File: src/rtl/gsim_x_collector_if.sv
// Output stream of the solution-frame collector:
// word, index and last marker under a valid/ready handshake.
interface gsim_x_collector_if #(
  parameter int N = 16,
  parameter int W = 32
);
  localparam int AW = $clog2(N);

  logic          m_valid;
  logic          m_ready;
  logic [W-1:0]  m_data;
  logic [AW-1:0] m_index;
  logic          m_last;

  modport master (
    output m_valid,
    output m_data,
    output m_index,
    output m_last,
    input  m_ready
  );

  modport slave (
    input  m_valid,
    input  m_data,
    input  m_index,
    input  m_last,
    output m_ready
  );
endinterface

File: src/rtl/gsim_x_collector.sv
// Captures one N-word Gauss-Seidel solution frame,
// then replays it over a valid/ready stream.
module gsim_x_collector #(
  parameter int N = 16,
  parameter int W = 32
) (
  input  logic                     clk,
  input  logic                     reset,
  input  logic                     in_valid,
  input  logic [W-1:0]             in_data,
  gsim_x_collector_if.master       m,
  output logic                     busy,
  output logic                     frame_done,
  output logic                     ovf_err,
  output logic [7:0]               frame_cnt
);
  localparam int AW = $clog2(N);
  localparam logic [AW-1:0] LAST = AW'(N - 1);

  typedef enum logic [1:0] {
    IDLE,
    CAPTURE,
    DRAIN
  } state_e;

  state_e        state_q;
  logic [AW-1:0] wr_ptr_q;
  logic [AW-1:0] rd_ptr_q;
  logic          m_valid_q;
  logic          frame_done_q;
  logic          ovf_q;
  logic [7:0]    cnt_q;
  logic [W-1:0]  buf_q [N];

  // Buffer is never written in DRAIN, so data holds while stalled
  assign m.m_valid = m_valid_q;
  assign m.m_data  = buf_q[rd_ptr_q];
  assign m.m_index = rd_ptr_q;
  assign m.m_last  = m_valid_q && (rd_ptr_q == LAST);

  assign busy       = (state_q != IDLE);
  assign frame_done = frame_done_q;
  assign ovf_err    = ovf_q;
  assign frame_cnt  = cnt_q;

  always_ff @(posedge clk) begin
    if (reset) begin
      state_q      <= IDLE;
      wr_ptr_q     <= '0;
      rd_ptr_q     <= '0;
      m_valid_q    <= 1'b0;
      frame_done_q <= 1'b0;
      ovf_q        <= 1'b0;
      cnt_q        <= '0;
    end else begin
      frame_done_q <= 1'b0;
      unique case (state_q)
        IDLE: begin
          if (in_valid) begin
            buf_q[0] <= in_data;
            wr_ptr_q <= AW'(1);
            state_q  <= CAPTURE;
          end
        end
        CAPTURE: begin
          if (in_valid) begin
            buf_q[wr_ptr_q] <= in_data;
            if (wr_ptr_q == LAST) begin
              wr_ptr_q     <= '0;
              rd_ptr_q     <= '0;
              m_valid_q    <= 1'b1;
              frame_done_q <= 1'b1;
              state_q      <= DRAIN;
              if (cnt_q != 8'hFF)
                cnt_q <= cnt_q + 8'd1;
            end else begin
              wr_ptr_q <= wr_ptr_q + AW'(1);
            end
          end
        end
        DRAIN: begin
          if (in_valid)
            ovf_q <= 1'b1;
          if (m.m_ready) begin
            if (rd_ptr_q == LAST) begin
              rd_ptr_q  <= '0;
              m_valid_q <= 1'b0;
              state_q   <= IDLE;
            end else begin
              rd_ptr_q <= rd_ptr_q + AW'(1);
            end
          end
        end
        default: state_q <= IDLE;
      endcase
    end
  end
endmodule

File: src/flat_wrapper.sv
// flat-port wrapper written by rule: the top's interface ports become plain ports
module gsim_x_collector_flat 
#(
  parameter int N = 16,
  parameter int W = 32
)
  (clk, reset, in_valid, in_data, busy, frame_done, ovf_err, frame_cnt, m_m_valid, m_m_data, m_m_index, m_m_last, m_m_ready);
  gsim_x_collector_if #(.N(N), .W(W)) m_i ();
  input  logic clk;
  input  logic reset;
  input  logic in_valid;
  input  logic [W-1:0] in_data;
  output logic busy;
  output logic frame_done;
  output logic ovf_err;
  output logic [7:0] frame_cnt;
  output wire logic [$bits(m_i.m_valid)-1:0] m_m_valid;
  output wire logic [$bits(m_i.m_data)-1:0] m_m_data;
  output wire logic [$bits(m_i.m_index)-1:0] m_m_index;
  output wire logic [$bits(m_i.m_last)-1:0] m_m_last;
  input wire logic [$bits(m_i.m_ready)-1:0] m_m_ready;
  assign m_m_valid = m_i.m_valid;
  assign m_m_data = m_i.m_data;
  assign m_m_index = m_i.m_index;
  assign m_m_last = m_i.m_last;
  assign m_i.m_ready = m_m_ready;
  gsim_x_collector #(.N(N), .W(W)) u_core (.clk(clk), .reset(reset), .in_valid(in_valid), .in_data(in_data), .m(m_i), .busy(busy), .frame_done(frame_done), .ovf_err(ovf_err), .frame_cnt(frame_cnt));
endmodule
File: config.mk
export PLATFORM = sky130hd
export DESIGN_NAME = gsim_x_collector_flat
export DESIGN_NICKNAME = d
export VERILOG_FILES = /design/src/rtl/gsim_x_collector_if.sv /design/src/rtl/gsim_x_collector.sv /design/src/flat_wrapper.sv
export SDC_FILE = /design/constraint.sdc
export NUM_CORES = 1
export LEC_CHECK = 0
export BUFFER_PORTS_ARGS = -buffer_cell sky130_fd_sc_hd__buf_2
export CAP_MARGIN = 10
export CORE_MARGIN = 3
export CORE_UTILIZATION = 40
export DETAILED_ROUTE_END_ITERATION = 16
export GPL_TIMING_DRIVEN = 1
export PLACE_DENSITY_LB_ADDON = 0.25
export SKIP_LAST_GASP = 1
export SYNTH_ARGS = -nofsm -noshare
export SYNTH_HDL_FRONTEND = slang
export SYNTH_SLANG_ARGS = --single-unit
File: constraint.sdc
create_clock -name clk -period 4.6 [get_ports clk]
set_input_delay 0.69 -clock clk [delete_from_list [all_inputs] [get_ports clk]]
set_output_delay 0.69 -clock clk [all_outputs]
set_load 0.02 [all_outputs]
* Word level (Yosys, flattened, before mapping) *
Memory sizes are Yosys's and may differ from the RTL's. A register that Yosys moved wholly into a read port is not among the register bits.
Index checks and enable logic that the tools add are counted.

word-level totals
  bits in registers = 21
  bits in writable memories = 512
  input bits = 36
  output and inout port bits = 49
  logic and storage cells = 69
  memories kept = 1

cells by class
  add/sub/neg operators = 3
  eq/ne operators = 10
  muxes and demuxes = 33
  bitwise gates (word level) = 2
  reduce and logical (&&, ||, !) cells = 13

memory list
  memory        depth  width  read ports  clocked after memory_dff  write ports  line                    source
  u_core.buf_q  16     32     1           1                         1            gsim_x_collector.sv:33  logic [W-1:0] buf_q [N];

operators by type and width
  operator                                        number
  two-way mux 4 bit                               10
  two-way mux 32 bit                              1
  OR reduction 32 bit                             1
  one-hot mux 4 bit (2 select lines)              2
  two-way mux 1 bit                               13
  two-way mux 2 bit                               5
  AND reduction 5 bit                             2
  adder 4 x 1 -> 4 bit (second input constant)    2
  adder 8 x 1 -> 8 bit (second input constant)    1
  == test 4 bit (second input constant)           2
  != test 8 bit (second input constant)           1
  AND reduction 4 bit                             2
  != test 2 bit (second input constant)           3
  one-hot mux 2 bit (3 select lines)              1
  nonzero test 2 bit                              3
  != test 2 x 1 -> 1 bit (second input constant)  2
  AND reduction 3 bit                             1
  OR reduction 3 bit                              1
  == test 2 x 1 -> 1 bit (second input constant)  1
  == test 2 bit (second input constant)           1
  zero test 2 bit                                 1
  NOT 1 bit                                       2
  one-hot mux 1 bit (2 select lines)              1
  AND reduction 2 bit                             1
  logical AND 1 bit                               1

* Logic depth before layout (Yosys ltp) *
Gate-level depths: netlist of run 1.

  word-level depth = 6
  depth in mapped cells = 5
  gate-level depth less buffers = 5

* Worst setup path after synthesis of run 1 *
Ideal clock, no wire load.

  path kind = input port to flip-flop
  start = input port reset
  end = memory u_core.buf_q[8][0] (enable)
  library setup time = 0.461 ns
  data arrival time = 3.361 ns
  data required time = 4.139 ns
  setup slack = 0.778 ns
  stages on the path = 3
  buffers on the path = 0
  cells stage by stage = and4bb_2 nand3b_1 nor3_1

on the way
  longest elaborated chain between the ends = 4
  elaborated cells between the ends (all ways) = 7
  those cells by class = mux: 6; reduce/logical: 1

ends and longest elaborated chain
  item                                                                     line                    source
  start: declaration                                                       flat_wrapper.sv:10      input logic reset;
  two-way mux 1 bit                                                        gsim_x_collector.sv:47  if (reset) begin
  two-way mux 1 bit (implied by the code)                                  gsim_x_collector.sv:67  buf_q[wr_ptr_q] <= in_data;
  OR reduction 32 bit (no line)                                            -
  two-way mux 4 bit (no line) / two-way mux 1 bit (equally long branches)  -
  end: declaration                                                         gsim_x_collector.sv:33

Parallel ways exist; a longest one is shown, timed or not.

==> results.md, run 1 <==
* Status: finished, final reports clean
* Simple-Gate Fraction of Synth Area at 2.81%
* Dpl cells at 1664
* Area Growth Syn to Fin at 15.7%
* Fmax at 274 MHz
* Grt ovf at 0
* R2r startpoint: u_core.state_q[0]$_SDFFE_PP0P_
* Dpl ws at 1.35 ns
* Commonest non-fill, non-tap cell in the layout: edfxtp_1
* Number of enable flip-flop cells after synthesis at 512
* Clk sinks at 537
* Max-cap viol count at 0
* Cells on worst reg2reg path at 4
* Compound-cell area share of the yosys netlist at 3.16%
* Hold_buf cts at 0
* Most frequent cells in the layout: edfxtp_1 (512), mux4_2 (128), buf_2 (84)
* Fillers at 4116
* VDD IR max at 308 µV
* H-tree Lvls at 2
* Io pins at 85
* Remaining DRCs at 0
* Post-synth ARST share at 0%
* Hold depth at 2
* Sequential Area at 0.0159 mm²
* CP endpoint kind: output port
* Clk_lat worst skew at 0.61 ns
* Initial antenna violation count at 1
* CP Launch Type: flop
* Max Slew Vio Count at 0
* Post-Route WL at 44.2 mm
* Initial DRT Pass Iterations at 5
* Initial Util at 41.0%
* Psw at 0.00196 W
* Worst hold path class: in -> reg
* Gpl congestion at 0.731
* Largest family of logic cells by synthesized area: multiplexers
* Mux share of post-synthesis cell area at 14.4%
* Syn nets at 976
* Clk_skew at 0.0168 ns
* CP Max Fanout at 34
* Port bufs at 84
* # setup viols final at 0
* Largest net degree at the start of global routing at 41
* R2R Path End: u_core.buf_q[5][15]$_DFFE_PP_
* Post-CTS sizing at 0
* Most used DFF post-synth: edfxtp_1
* First-pass GRT wire length at 66.1 mm
* # Post-CTS Setup Buffers at 0
* Final HPWL DP at 25.0 mm
* Critical Path AT at 2.96 ns
* Post-Synth Adder-Cell Area at 0.185%
* DR WL/cell at 25.0 µm
* DRT antenna net count at 0
* Worst Min Path Start: in_valid
* Layout cells sized above 1 at 30.4%
* Number of global-route vias before repair at 10000
* Fin Setup TNS at 0 ns
* Final setup margin at 0.948 ns
* Core ar. at 0.0496 mm²
* Num CTS Buffers at 56
* CTS Buffer Depth at 3
* Static Leak at 7.26 nW
* Yosys reg bits at 537
* Clock root cell: clkbuf_16
* Reg-to-reg setup timing slack at 1.79 ns
* Vias at 9602
* Relative slew slack at 21.2%
* Die area at 0.0535 mm²
* Clock share of power at 43.4%
* Fin cells at 1769
* Worst-path clk slew at 0.06 ns
* Final min period at 3.65 ns
* RSZ-0062 raised after global routing: no
* Xor/xnor share of the synthesized area at 0.0863%
* Logic pwr share at 1.7%
* Rows at 81
* CP required at 3.91 ns
* Post-synthesis sequential area ratio at 78.2%
* Post-synth cell types at 37
* Pint at 0.00785 W
* Final hold vios at 0
* Reg power frac at 54.8%
* CTS tree: built
* Die height at 231 µm
* Slew @ Worst Pin at 1.18 ns
* Synth warn at 0
* Number of DRC markers in iteration 0 at 811
* Post-synthesis area per instance at 21.7 µm²
* WHS Endpoint: u_core.state_q[0]$_SDFFE_PP0P_
* Critical path type: reg -> out
* Vias per cell at 5.43
* N_diodes at 0
* Fin crit share at 79.4%
* Multi-input logic area at 0.00432 mm²
* Cells after synthesis at 937
* # nets final at 1098
* Sw frac at 20.0%
* Die W at 231 µm
* Netlist Area Pre-Place at 0.0203 mm²
* Hold WS at 0.383 ns
* GRT Util Overall at 16.7%
* Power Density at 418 mW/mm²
-- how the worst max path moves through the flow --
stage,end,slack (ns),depth (start not counted)
3_5_place_dp,u_core.buf_q[5][24]$_DFFE_PP_,1.35,5
6_report,m_m_data[25],0.95,6
3_3_place_gp,u_core.buf_q[6][24]$_DFFE_PP_,1.40,5
2_1_floorplan,u_core.buf_q[8][0]$_DFFE_PP_,0.78,3
5_1_grt,m_m_data[25],0.68,6
4_1_cts,m_m_data[25],0.82,6
-- registers in the layout, indices dropped and copies added, names as in the netlist, named ones only --
| name | count |
|---|---|
| u_core.state_q | 2 |
| u_core.m.m_valid | 1 |
| u_core.buf_q | 512 |
| u_core.ovf_err | 1 |
| u_core.frame_cnt | 8 |
| u_core.m.m_index | 4 |
| u_core.wr_ptr_q | 4 |
| u_core.frame_done | 1 |
-- worst max-delay path: stages, from the launching register on --
cell and delay (ns):
dfxtp_4 0.61, buf_12 0.34, buf_4 0.32, mux4_2 0.55, a22oi_1 0.24, nand2_1 0.10
buf_2 0.17
-- layout make-up --
cell class	count	share of cell area, %
inverters	4	0.0639
flip-flops and latches	537	67.6
repair buffers	113	2.96
multi-input cells	347	18.4
clock buffers	69	6.27
clock inverters	35	1.12
well taps	664	3.54
-- cell families (layout without fill, tap and decap cells) --
| family | after synthesis | after routing |
|---|---|---|
| multiplexers | 131 | 131 |
| adder cells (fa/ha/maj) | 3 | 3 |
| XOR/XNOR | 2 | 2 |
| AO/OA/AOI/OAI | 91 | 91 |
| flip-flops | 537 | 537 |
| buffers and inverters | 53 | 221 |
| AND/OR/NAND/NOR | 120 | 120 |
-- synthesized netlist by cell type (2+ instances only) --
cell type	count	area share, %
dfxtp_1	25	2.5
mux2i_1	2	0.099
buf_2	9	0.22
a211oi_1	2	0.074
a21oi_1	10	0.25
and2_1	2	0.062
o21ai_0	6	0.15
nand2_1	41	0.76
nand3_1	12	0.30
a31oi_1	4	0.12
nand4_1	4	0.12
buf_1	9	0.17
nand3b_1	5	0.18
mux4_2	128	14
a22oi_1	64	2.4
nor3_1	12	0.30
ha_1	3	0.18
buf_4	9	0.33
and3_1	3	0.092
nor2b_1	6	0.18
edfxtp_1	512	76
nor2_1	27	0.50
xor2_1	2	0.086
nand2b_1	3	0.092
inv_1	4	0.074
clkbuf_1	22	0.41
-- metrics by stage --
| stage | power, W | instance area (µm²) | util, % |
|---|---|---|---|
| global placement | 0.00565 | 21700 | 43.8 |
| global route | 0.0101 | 23500 | 47.4 |
| detailed placement | 0.00565 | 21700 | 43.8 |
| floorplan | 0.00554 | 20300 | - |
| CTS | 0.00993 | 23500 | 47.3 |
| finish | 0.00981 | 23500 | 47.4 |
-- power by group through the flow --
stage	registers (W)	clock network, W	logic (W)
2_1_floorplan	0.00548	0	0.0000627
3_3_place_gp	0.00548	0	0.000168
4_1_cts	0.00538	0.00438	0.000174
6_report	0.00538	0.00426	0.000169
3_5_place_dp	0.00548	0	0.000174
5_1_grt	0.00538	0.00456	0.000188
-- per-layer routing --
metal,vias to the layer above,global-route usage [%],part of all wire [%]
met2,214,27.1,49
met5,-,0,0
met3,57,2.46,3.9
met1,5134,23.9,45
li1,4197,-,-
met4,0,4.61,1.9
No activity file was read; power rests on OpenSTA's default activity.
==> run 2: changes to the inputs <==
Clock period 4.6 ns to 3.2 ns, I/O delays scaled along.
==> run 2 against run 1 <==
Net effect:
- clock skew increased by 0.0011 ns
- die area unchanged
- global-route usage decreased by 0.39 points
- design area increased by 0.47%
- critical path type unchanged
- total power increased by 41%
- highest routed layer is now met5
==> results.md, run 2 (synthesis gave the netlist of run 1 again) <==
* Status: finished, final reports clean (unchanged)
* Clock root cell: clkbuf_16 (unchanged)
* Max-cap viol count at 0 (unchanged)
* Worst-path clk slew at 0.06 ns (about the same)
* DRT antenna net count at 0 (unchanged)
* # setup viols final at 0 (unchanged)
* Commonest non-fill, non-tap cell in the layout: edfxtp_1 (unchanged)
* Final Util at 47.6% (was 47.4%)
* Fmax at 329 MHz
* Max Slew Vio Count at 0 (unchanged)
* Number of DRC markers in iteration 0 at 754 (was 811)
* Static Leak at 7.28 nW (was 7.26 nW)
* Fin Setup TNS at 0 ns (unchanged)
* Dpl cells at 1671 (was 1664)
* Grt ovf at 0 (unchanged)
* Power Density at 585 mW/mm² (was 418 mW/mm²)
* Area Growth Syn to Fin at 16.2% (was 15.7%)
* Slew @ Worst Pin at 0.588 ns (was 1.18 ns)
* # nets final at 1101 (was 1098)
* CP endpoint kind: output port (unchanged)
* Logic pwr share at 1.7% (about the same)
* Psw at 0.00273 W (was 0.00196 W)
* Initial antenna violation count at 1 (unchanged)
* Most flops, register: u_core.buf_q (unchanged)
* Io pins at 85 (unchanged)
* Die W at 231 µm (unchanged)
* Worst hold path class: in -> reg (unchanged)
* Most frequent cells in the layout: edfxtp_1 (512), mux4_2 (128), buf_2 (84) (unchanged)
* Fin crit share at 95.0%
* GRT Util Overall at 16.3% (was 16.7%)
* N_diodes at 0 (unchanged)
* Vias per cell at 5.41 (was 5.43)
* Final HPWL DP at 23.5 mm (was 25.0 mm)
* Clk_lat worst skew at 0.60 ns (was 0.61 ns)
* CTS Buffer Depth at 3 (unchanged)
* Number of global-route vias before repair at 10100 (was 10000)
* First-pass GRT wire length at 65.2 mm (was 66.1 mm)
* Die area at 0.0535 mm² (unchanged)
* Num CTS Buffers at 53 (was 56)
* Vias at 9548 (was 9602)
* Initial Util at 41.0% (unchanged)
* Final min period at 3.04 ns
* Largest register FFs at 512 (unchanged)
* Layout cells sized above 1 at 31.0% (was 30.4%)
* CP required at 2.72 ns (was 3.91 ns)
* Rows at 81 (unchanged)
* Post-Route WL at 42.8 mm (was 44.2 mm)
* Reg-to-reg setup timing slack at 0.78 ns (was 1.79 ns)
* Die height at 231 µm (unchanged)
* Power, Total at 0.0138 W (was 0.00981 W)
* CTS tree: built (unchanged)
* Remaining DRCs at 0 (unchanged)
* VDD IR max at 392 µV (was 308 µV)
* Post-CTS sizing at 0 (unchanged)
* CP Max Fanout at 53 (was 34)
* Core ar. at 0.0496 mm² (unchanged)
* Critical path type: reg -> out (unchanged)
* CP Launch Type: flop (unchanged)
* H-tree Lvls at 2 (unchanged)
* RSZ-0062 raised after global routing: no (unchanged)
* Pint at 0.0111 W (was 0.00785 W)
* Reg power frac at 56.0% (was 54.8%)
* Critical Path AT at 2.56 ns (was 2.96 ns)
* Initial DRT Pass Iterations at 4 (was 5)
* Sw frac at 19.8% (was 20.0%)
* Port bufs at 84 (unchanged)
* Fin cells at 1766 (was 1769)
* DR WL/cell at 24.2 µm (was 25.0 µm)
* Hold_buf cts at 0 (unchanged)
* Largest net degree at the start of global routing at 54 (was 41)
* Clk sinks at 537 (unchanged)
* Relative slew slack at 60.7% (was 21.2%)
* Clock share of power at 42.2% (was 43.4%)
* # Post-CTS Setup Buffers at 0 (unchanged)
* Gpl congestion at 0.690 (was 0.731)
* Clk_skew at 0.0179 ns (was 0.0168 ns)
* Final hold vios at 0 (unchanged)
-- run 2: cell types whose count changed in the layout (fill, tap and decap cells not counted), sizes merged --
| cell | previous run | this run |
|---|---|---|
| buf | 113 | 119 |
| clkinvlp | 3 | 0 |
| clkbuf | 69 | 66 |
| clkinv | 27 | 23 |
| inv | 6 | 7 |
-- run 2: worst max-delay path, cell delays in order (launching register included) --
cell and delay (ns):
dfxtp_4 0.43, buf_16 0.37, mux4_2 0.55, a22oi_1 0.30, nand2_1 0.10, buf_2 0.17
-- run 2: per-layer routing --
layer / track usage [%] / share of wire (%) / vias up
li1: - / - / 4192
met3: 3.28 / 4.8 / 52
met4: 3.54 / 1.6 / 2
met2: 27.2 / 50 / 216
met1: 22.4 / 44 / 5086
met5: 0 / 0.040 / -
-- run 2: path summary, 6_finish.rpt --
| kind | startpoint | to | depth (start not counted) |
|---|---|---|---|
| worst min-delay path | in_valid | u_core.state_q[0]$_SDFFE_PP0P_ | 2 |
| worst max register to register | u_core.state_q[0]$_SDFFE_PP0P_ | u_core.buf_q[4][22]$_DFFE_PP_ | 4 |
| worst min register to register | u_core.m.m_valid$_SDFFE_PP0P_ | u_core.m.m_valid$_SDFFE_PP0P_ | 2 |
| worst max-delay path | flop | m_m_data[18] | 5 |
-- run 2: metrics by stage --
step / hold slack (ns) / setup slack, ns / cell area [µm²]
after floorplan: 0.540 / 0.440 / 20300
after global placement: 0.447 / 0.775 / 22000
after detailed placement: 0.458 / 0.749 / 22000
after CTS: 0.119 / 0.113 / 23600
after global routing: 0.148 / 0.00707 / 23600
final: 0.163 / 0.161 / 23600
-- run 2: final cells by class --
| class | instances | area (µm²) |
|---|---|---|
| clock buffers | 66 | 1380 |
| clock inverters | 29 | 231 |
| fillers | 4062 | 26000 |
| inverters | 4 | 15.0 |
| multi-input cells | 347 | 4340 |
| flip-flops and latches | 537 | 15900 |
| well taps | 664 | 831 |
| repair buffers | 119 | 916 |
-- run 2: power by group through the flow --
stage	clock, W	combinational, W	sequential [W]
detailed placement	0	0.000243	0.00788
CTS	0.00600	0.000243	0.00773
floorplan	0	0.0000916	0.00788
global placement	0	0.000234	0.00788
global route	0.00627	0.000264	0.00773
finish	0.00583	0.000238	0.00773
